`config.mk`:
```
export PLATFORM = sky130hd
export DESIGN_NAME = booth_mul32
export DESIGN_NICKNAME = d
export VERILOG_FILES = /design/src/rtl/mul_pkg.sv /design/src/rtl/booth_enc.sv /design/src/rtl/booth_mul32.sv
export SDC_FILE = /design/constraint.sdc
export NUM_CORES = 1
export LEC_CHECK = 0
export ABC_AREA = 1
export CORE_UTILIZATION = 62
export CTS_CLUSTER_DIAMETER = 50
export DETAILED_ROUTE_END_ITERATION = 10
export HOLD_SLACK_MARGIN = 0.1
export PLACE_DENSITY = 0.87
export SLEW_MARGIN = 0
export SYNTH_ARGS = -nofsm -noshare
export SYNTH_HDL_FRONTEND = slang
export SYNTH_SLANG_ARGS = --single-unit
```
`constraint.sdc`:
```
create_clock -name clk -period 6 [get_ports clk]
set_clock_uncertainty 0.1 [all_clocks]
set_input_delay 1.2 -clock clk [delete_from_list [all_inputs] [get_ports clk]]
set_output_delay 1.2 -clock clk [all_outputs]
set_load 0.03 [all_outputs]
```
`src/rtl/mul_pkg.sv`:
```
// Shared definitions for the radix-4 Booth multiply-accumulate unit.
package mul_pkg;

  localparam int XLEN  = 32;
  localparam int ITERS = XLEN / 2 + 1;
  localparam int EXTW  = XLEN + 2;
  localparam int RESW  = 2 * XLEN;
  localparam int CNTW  = 5;

  typedef enum logic [1:0] {
    ST_IDLE = 2'd0,
    ST_RUN  = 2'd1,
    ST_DONE = 2'd2
  } state_t;

  typedef enum logic [2:0] {
    BD_ZERO = 3'd0,
    BD_P1   = 3'd1,
    BD_P2   = 3'd2,
    BD_M1   = 3'd3,
    BD_M2   = 3'd4
  } bd_t;

  // Two extra bits keep the top Booth digit correct for unsigned operands.
  function automatic logic [EXTW-1:0] ext34(input logic [XLEN-1:0] v, input logic s);
    return {{2{s & v[XLEN-1]}}, v};
  endfunction

endpackage

```
`src/rtl/booth_enc.sv`:
```
// Radix-4 Booth recoder: three multiplier bits -> {neg, two, zero}.
module booth_enc
  import mul_pkg::*;
(
  input  logic [2:0] i_bits,
  output logic       o_neg,
  output logic       o_two,
  output logic       o_zero
);

  bd_t w_digit;

  // Map the overlapping bit triple onto a signed digit in {-2..+2}.
  always_comb begin
    w_digit = BD_ZERO;
    case (i_bits)
      3'b001, 3'b010: w_digit = BD_P1;
      3'b011:         w_digit = BD_P2;
      3'b100:         w_digit = BD_M2;
      3'b101, 3'b110: w_digit = BD_M1;
      default:        w_digit = BD_ZERO;
    endcase
  end

  assign o_zero = (w_digit == BD_ZERO);
  assign o_two  = (w_digit == BD_P2) || (w_digit == BD_M2);
  assign o_neg  = (w_digit == BD_M1) || (w_digit == BD_M2);

endmodule

```
`src/rtl/booth_mul32.sv`:
```
// Iterative radix-4 Booth multiply-accumulate: {hi,lo} = op1*op2 + acc.
//
//   state   | meaning
//   --------+---------------------------------------------------------
//   ST_IDLE | waiting for a start pulse; o_result holds last answer
//   ST_RUN  | one Booth digit accumulated per cycle, cnt 0..ITERS-1
//   ST_DONE | single cycle with o_vld high; result already registered
module booth_mul32
  import mul_pkg::*;
(
  input  logic            clk,
  input  logic            rst_n,
  input  logic            i_vld,
  input  logic            i_sign,
  input  logic [XLEN-1:0] i_op1,
  input  logic [XLEN-1:0] i_op2,
  input  logic [RESW-1:0] i_acc,
  output logic            o_vld,
  output logic [RESW-1:0] o_result
);

  localparam logic [CNTW-1:0] LAST = CNTW'(ITERS - 1);

  state_t          r_state;
  state_t          w_state_next;
  logic [CNTW-1:0] r_cnt;
  logic [EXTW-1:0] r_m;
  logic [EXTW:0]   r_q;
  logic [RESW-1:0] r_p;
  logic [RESW-1:0] r_result;

  logic            w_neg;
  logic            w_two;
  logic            w_zero;
  logic [RESW-1:0] w_m64;
  logic [RESW-1:0] w_mag;
  logic [RESW-1:0] w_sh;
  logic [RESW-1:0] w_addend;
  logic [RESW-1:0] w_p_next;
  logic            w_last;

  booth_enc u_enc (
    .i_bits (r_q[2:0]),
    .o_neg  (w_neg),
    .o_two  (w_two),
    .o_zero (w_zero)
  );

  assign w_m64    = {{(RESW-EXTW){r_m[EXTW-1]}}, r_m};
  assign w_mag    = w_zero ? '0 : (w_two ? (w_m64 << 1) : w_m64);
  assign w_sh     = w_mag << {r_cnt, 1'b0};
  // Negative digits use the inverted partial product plus a carry-in.
  assign w_addend = w_neg ? ~w_sh : w_sh;
  assign w_p_next = r_p + w_addend + {{(RESW-1){1'b0}}, w_neg};
  assign w_last   = (r_state == ST_RUN) && (r_cnt == LAST);

  // State register.
  always_ff @(posedge clk or negedge rst_n) begin
    if (!rst_n) r_state <= ST_IDLE;
    else        r_state <= w_state_next;
  end

  // Next-state logic; a start pulse always (re)enters RUN.
  always_comb begin
    w_state_next = r_state;
    case (r_state)
      ST_IDLE: if (i_vld) w_state_next = ST_RUN;
      ST_RUN: begin
        if (i_vld)       w_state_next = ST_RUN;
        else if (w_last) w_state_next = ST_DONE;
      end
      ST_DONE: w_state_next = i_vld ? ST_RUN : ST_IDLE;
      default: w_state_next = ST_IDLE;
    endcase
  end

  // Operand load on start, otherwise one Booth iteration per RUN cycle.
  always_ff @(posedge clk or negedge rst_n) begin
    if (!rst_n) begin
      r_m   <= '0;
      r_q   <= '0;
      r_p   <= '0;
      r_cnt <= '0;
    end else if (i_vld) begin
      r_m   <= ext34(i_op1, i_sign);
      r_q   <= {ext34(i_op2, i_sign), 1'b0};
      r_p   <= i_acc;
      r_cnt <= '0;
    end else if (r_state == ST_RUN) begin
      r_p   <= w_p_next;
      r_q   <= {{2{r_q[EXTW]}}, r_q[EXTW:2]};
      r_cnt <= r_cnt + 1'b1;
    end
  end

  // Capture the finished sum on the last iteration; aborts leave it untouched.
  always_ff @(posedge clk or negedge rst_n) begin
    if (!rst_n)                 r_result <= '0;
    else if (w_last && !i_vld)  r_result <= w_p_next;
  end

  assign o_vld    = (r_state == ST_DONE);
  assign o_result = r_result;

endmodule
```
Word-level counts from Yosys, hierarchy flattened. Index checks and enable logic that the tools add are counted.

Flip-flop bits (word level): 203. Latch bits: 0. RAM bits: 0. ROM bits: 0. Bits of input ports: 132. Memories kept: 0.

Add/sub/neg operators: 3. $mul: 0. Divide/modulo/power cells: 0. $lt $le $gt $ge: 0. Eq/ne operators: 14. Shifts and indexed selects: 1. Multiplexer cells: 15. Bitwise logic cells: 3. Reduce and logical (&&, ||, !) cells: 11.

Operators with widths (number): $mux W64 (4); $add A64 B1 Y64 (1); $add A64 B64 Y64 (1); $not A64 Y64 (1); $shl A64 B6 Y64 (1); $mux W35 (1); $mux W34 (1); $mux W33 (1); $eq A3 B2 Y1 const B (4); $eq A3 B3 Y1 const B (4); $pmux W3 S4 (1); $mux W5 (2); $mux W2 (3); $pmux W2 S3 (1); $add A5 B1 Y5 const B (1); $eq A5 B5 Y1 const B (1); $reduce_or A2 Y1 (2); $eq A3 B1 Y1 const B (1); $logic_not A3 Y1 (1); $ne A3 B3 Y1 const B (1); $and A1 B1 Y1 (2); $eq A2 B1 Y1 const B (1); $eq A2 B2 Y1 const B (1); $logic_and A1 B1 Y1 (2); other kinds (7) (8).

Longest topological paths before layout.
Depth after elaboration: 14. Gate-level depth with buffers: 32.

Modules after synthesis. Synthesis repeated with hierarchy kept, for this count alone.

Cells, all modules: 2302. Area, all modules: 15886.5 sq um.

By module, submodules not included: booth_mul32 (instances 1, cells an instance 2294, area each 15850.2 sq um, seq. area each 5079.9 sq um); booth_enc (instances 1, cells an instance 8, area each 36.3 sq um, seq. area each 0.0 sq um).

Least setup slack after synthesis. Ideal clock, no wire load.

Kind: reg2reg. Start: register r_q[0]. End: register r_p[44]. Library setup time: 0.124 ns. Data arrival time: 3.518 ns. Data required time: 5.776 ns. Path slack: 2.257 ns. Stages on the path, launching flop included: 28. Period minus slack after synthesis: 3.743 ns. Cells stage by stage: dfrtp_1 -> nor2_1 -> nand2_1 -> nand2_4 -> buf_6 -> o21ai_1 -> nor2_1 -> nand2_1 -> o21ai_1 -> nand2_1 -> o21ai_1 -> mux2i_1 -> o21ai_0 -> nand2_1 -> xor2_1 -> ha_1 -> nand2_1 -> nor2_1 -> inv_1 -> nor3_2 -> nand3_1 -> o21ai_1 -> a21boi_0 -> or2_1 -> nand2_1 -> nand2_1 -> nand3_1 -> nand3_1.

Longest elaborated chain between the ends: 14.

Ends and longest elaborated chain: start, declared (line booth_mul32.sv:28) `logic [EXTW:0] r_q;`; start signal, assigned (line booth_mul32.sv:86) `r_q <= {ext34(i_op2, i_sign), 1'b0};`; start signal, assigned (line booth_mul32.sv:91) `r_q <= {{2{r_q[EXTW]}}, r_q[EXTW:2]};`; $eq A3 B3 Y1 (tied with other cells) (line booth_enc.sv:16) `case (i_bits)`; $reduce_or A2 Y1 (line booth_enc.sv:16); $pmux W3 S4 * (line booth_enc.sv:16); $eq A3 B2 Y1 / $eq A3 B3 Y1 (equally long branches) (line booth_enc.sv:26, booth_enc.sv:27); $logic_or A1 B1 Y1 (line booth_enc.sv:26) `assign o_two = (w_digit == BD_P2) || (w_digit == BD_M2);`; $mux W33 (line booth_mul32.sv:50) `assign w_mag = w_zero ? '0 : (w_two ? (w_m64 << 1) : w_m64);`; $mux W64 (line booth_mul32.sv:50); $shl A64 B6 Y64 (line booth_mul32.sv:51) `assign w_sh = w_mag << {r_cnt, 1'b0};`; $not A64 Y64 (line booth_mul32.sv:53) `assign w_addend = w_neg ? ~w_sh : w_sh;`; $mux W64 (line booth_mul32.sv:53); $add A64 B64 Y64 (line booth_mul32.sv:54) `assign w_p_next = r_p + w_addend + {{(RESW-1){1'b0}}, w_neg};`; $add A64 B1 Y64 * (line booth_mul32.sv:54); $mux W64 * (line booth_mul32.sv:89) `end else if (r_state == ST_RUN) begin`; $mux W64 * (line booth_mul32.sv:84) `end else if (i_vld) begin`; end signal, assigned (line booth_mul32.sv:87) `r_p <= i_acc;`; end signal, assigned (line booth_mul32.sv:90) `r_p <= w_p_next;`; end, declared (line booth_mul32.sv:29) `logic [RESW-1:0] r_p;`.

Mark *: on every way between the ends. The rest lies on a longest branch, timed or not. The select of a mux whose other input is x is not followed. A chain may end at the register's enable or synchronous reset.

Worst setup path after layout. Ends and elaborated chain as after synthesis.

==> summary.md <==
| Metric | Value |
|---|---|
| Number of flops mapped to enable cells by yosys | `0` |
| Detailed Route Iter0 Violations | `2388` |
| CP endpoint kind | `register` |
| Worst R2R Setup Slack | `0.39 ns` |
| Die height | `163 um` |
| Slew Viols, Final | `0` |
| Vias in the first global route | `16600` |
| Most frequent CP cell | `nand2_1` |
| Dpl hpwl | `41200 um` |
| Clk pin slew, worst setup/hold paths | `0.07 ns` |
| Initial Util | `63.5%` |
| Crit-path cells | `nor2_1 -> nand2_1 -> nand2_4 -> o211ai_1 -> nand2_1 -> nand2_1 -> o21ai_0 -> mux2i_1 -> o21ai_0 -> nand2_1 -> xor2_1 -> ha_1 -> nand2_1 -> nor2_1 -> inv_1 -> nor3_2 -> nand3_1 -> o21ai_2 -> a21boi_0 -> or2_1 -> nand2_1 -> nand2_1 -> nand3_1 -> nand3_1` |
| Hold Crit Class | `reg -> reg` |
| Share of layout cells above drive strength 1 | `5.07%` |
| Pre-Repair DR Iteration Count | `8` |
| Die Area | `0.0265 sq mm` |
| # IOs | `197` |
| Seq/Total Area, Yosys | `31.7%` |
| Wire per inst | `19.0 um` |
| Routability cong. | `1.13` |
| FMAX | `178 MHz` |
| Startpoint Class | `register` |
| Fill count | `1974` |
| H-tree levels | `1` |
| Largest fanout on the critical path | `43` |
| Most used DFF post-synth | `dfrtp_1` |
| Synth Register Bits | `203` |
| RSZ-0062 raised after global routing | `no` |
| Min Hold Slack | `0.351 ns` |
| GRT Util Overall | `41.6%` |
| Initial antenna violation count | `0` |
| Port bufs | `196` |
| Final hold violation count | `0` |
| Slowest stage delay, CP | `0.45 ns` |
| GRT busiest layer | `met2` |
| Post-CTS Resized | `0` |
| Final net count | `2712` |
| Slowest-stage cell, CP | `nand2_4` |
| Synthesized netlist cell count | `2374` |
| Post-synth net total | `2577` |
| Setup TNS | `0 ns` |
| Multi-input gate area | `0.00964 sq mm` |
| Synthesized area | `0.0160 sq mm` |
| Worst R2R Path Depth | `24` |
| Worst-Margin Slew | `1.18 ns` |
| Asr flop ratio synth | `100%` |
| Post-route clock period utilization | `93.5%` |
| Power per cell area | `447 mW/mm^2` |
| Final min period | `5.61 ns` |
| Drc violations | `0` |
| Critical setup path kind | `reg -> reg` |
| Place WS | `0.476 ns` |
| R2R Path Start | `r_q[0]` |
| Clk_lat worst skew | `0.53 ns` |
| Antenna Nets Post-Route | `0` |
| Hold endpoint | `r_state[0]` |
| Worst EP required | `6.31 ns` |
| CTS Buf Count | `24` |
| Detailed Route WL | `54400 um` |
| Hold buffers post-CTS | `0` |
| Core Area | `0.0253 sq mm` |
| Min-Delay Path Depth | `1` |
| Post-CTS Setup Inserts | `0` |
| Post-DP Area | `0.0181 sq mm` |
| DR vias/cell | `6.06` |
| GRT overflow | `0` |
| Met1 Usage GRT | `54.1%` |
| Die W | `163 um` |
| Root buf cell | `clkbuf_16` |
| DR vias | `17300` |
| Max_slew headroom | `21.4%` |
| Peak supply drop | `0.313 mV` |
| Setup ws final | `0.389 ns` |
| Global-route wire length before repair | `86800 um` |
| Row Count | `58` |
| Avg Cell Area, Syn | `6.76 sq um` |
| GR Util met2 | `67.4%` |
| Flip-flop and latch area | `0.00508 sq mm` |
| Cell area after layout | `0.0189 sq mm` |
| Yosys cell types | `57` |
| Status | `finished clean` |
| Worst Path Arrival | `5.92 ns` |
| M3 GR Usage | `8.99%` |
| CTS tree | `built` |
| Final setup vio count | `0` |
| Synth warn | `0` |
| Largest net degree at the start of global routing | `105` |
| Area Growth Syn to Fin | `18.1%` |
| Clk sink count | `203` |
| R2R Path End | `r_p[44]` |
| Max-cap viol count | `0` |
| Pleak | `8.91 nW` |
| Hold wc startpoint | `r_state[1]` |
| CTS Buffer Depth | `3` |
## power breakdown
group | switching, mW | internal (mW)
Combinational | 3.41 | 1.68
Clock | 0.621 | 0.884
Sequential | 0.228 | 1.64
## synthesized netlist by cell type (14+ instances only)
cell | count | area share [%]
a21o_1 | 14 | 0.66
a21oi_1 | 93 | 2.9
a22o_1 | 15 | 0.82
buf_1 | 21 | 0.49
buf_2 | 20 | 0.62
clkbuf_1 | 61 | 1.4
dfrtp_1 | 203 | 32
ha_1 | 70 | 5.5
inv_1 | 215 | 5.0
nand2_1 | 744 | 17
nand3_1 | 184 | 5.7
nand4_1 | 18 | 0.70
nor2_1 | 165 | 3.9
nor3_1 | 22 | 0.69
o211ai_1 | 45 | 2.1
o21a_1 | 17 | 0.80
o21ai_0 | 150 | 4.7
o21ai_1 | 60 | 1.9
o221ai_1 | 27 | 1.5
xnor2_1 | 19 | 1.0
xor2_1 | 72 | 3.9
## critical path, delay by kind of cell, from the launching register on
kind | cells | cell delay, ns
flip-flops | 1 | 0.42
XOR/XNOR | 1 | 0.24
adder cells (fa/ha/maj) | 1 | 0.37
multiplexers | 1 | 0.19
AO/OA/AOI/OAI | 5 | 1.45
buffers and inverters | 1 | 0.10
AND/OR/NAND/NOR | 15 | 2.60
## worst max-delay path by stage
stage	slack, ns	cells after the start	startpoint	end
after floorplan	2.26	27	r_q[0]	r_p[44]
after global placement	0.46	24	r_q[0]	r_p[44]
after detailed placement	0.48	24	r_q[0]	r_p[44]
after CTS	0.43	24	r_q[0]	r_p[44]
after global routing	0.15	24	r_q[0]	r_p[44]
final	0.39	24	r_q[0]	r_p[44]
## placed cells by master, fill, tap and decap left out, types with 12 or more instances in the layout
master,count
nor3_1,22
o221ai_1,27
a22o_1,15
xnor2_1,19
ha_1,70
xor2_1,72
a21oi_1,93
o211ai_1,45
inv_1,215
o21ai_0,150
a21o_1,14
buf_4,22
o21a_1,17
nand4_1,18
o21ai_1,59
clkbuf_16,25
nand2_1,744
nand3_1,184
or2_2,12
nor2_1,164
nand2_2,13
dfrtp_1,203
clkdlybuf4s50_1,194
a31oi_1,13
## flip-flops by register name, indices dropped and copies added, names as in the netlist
name,count
r_state,2
r_m,33
r_q,35
r_p,64
r_cnt,5
o_result,64
## metrics by stage
stage / std cells / power (mW) / utilization (%)
2_1_floorplan: 2374 / 5.26 / -
3_3_place_gp: 2813 / 6.65 / 71.7
3_5_place_dp: 2813 / 6.74 / 71.7
4_1_cts: 2856 / 8.30 / 75.0
5_1_grt: 2856 / 8.99 / 75.0
6_report: 2857 / 8.46 / 75.0
## final cells by class
type	count	share of cell area (%)
Clock buffer	33	3.78
Inverter	224	4.45
Timing Repair Buffer	218	11.3
Tap cell	330	2.18
Clock inverter	10	0.548
Antenna cell	1	0.0132
Multi-Input combinational cell	1838	50.9
Sequential cell	203	26.8
## cells by family after synthesis
logic type	Yosys count	synth area share [%]
AOI/OAI and AO/OA	480	18.2
xor gates and xnor gates	91	4.97
adders and majority gates	71	5.59
buffers and inverters	333	8.26
DFF	203	31.7
muxes	8	0.499
and+or+nand+nor	1188	30.8
## layer usage
layer	vias up	routed length [um]
li1	8127	-
met3	178	5760
met2	998	24800
met4	0	2200
met1	8022	21700
met5	-	0
(Power assumes the default switching activity.)
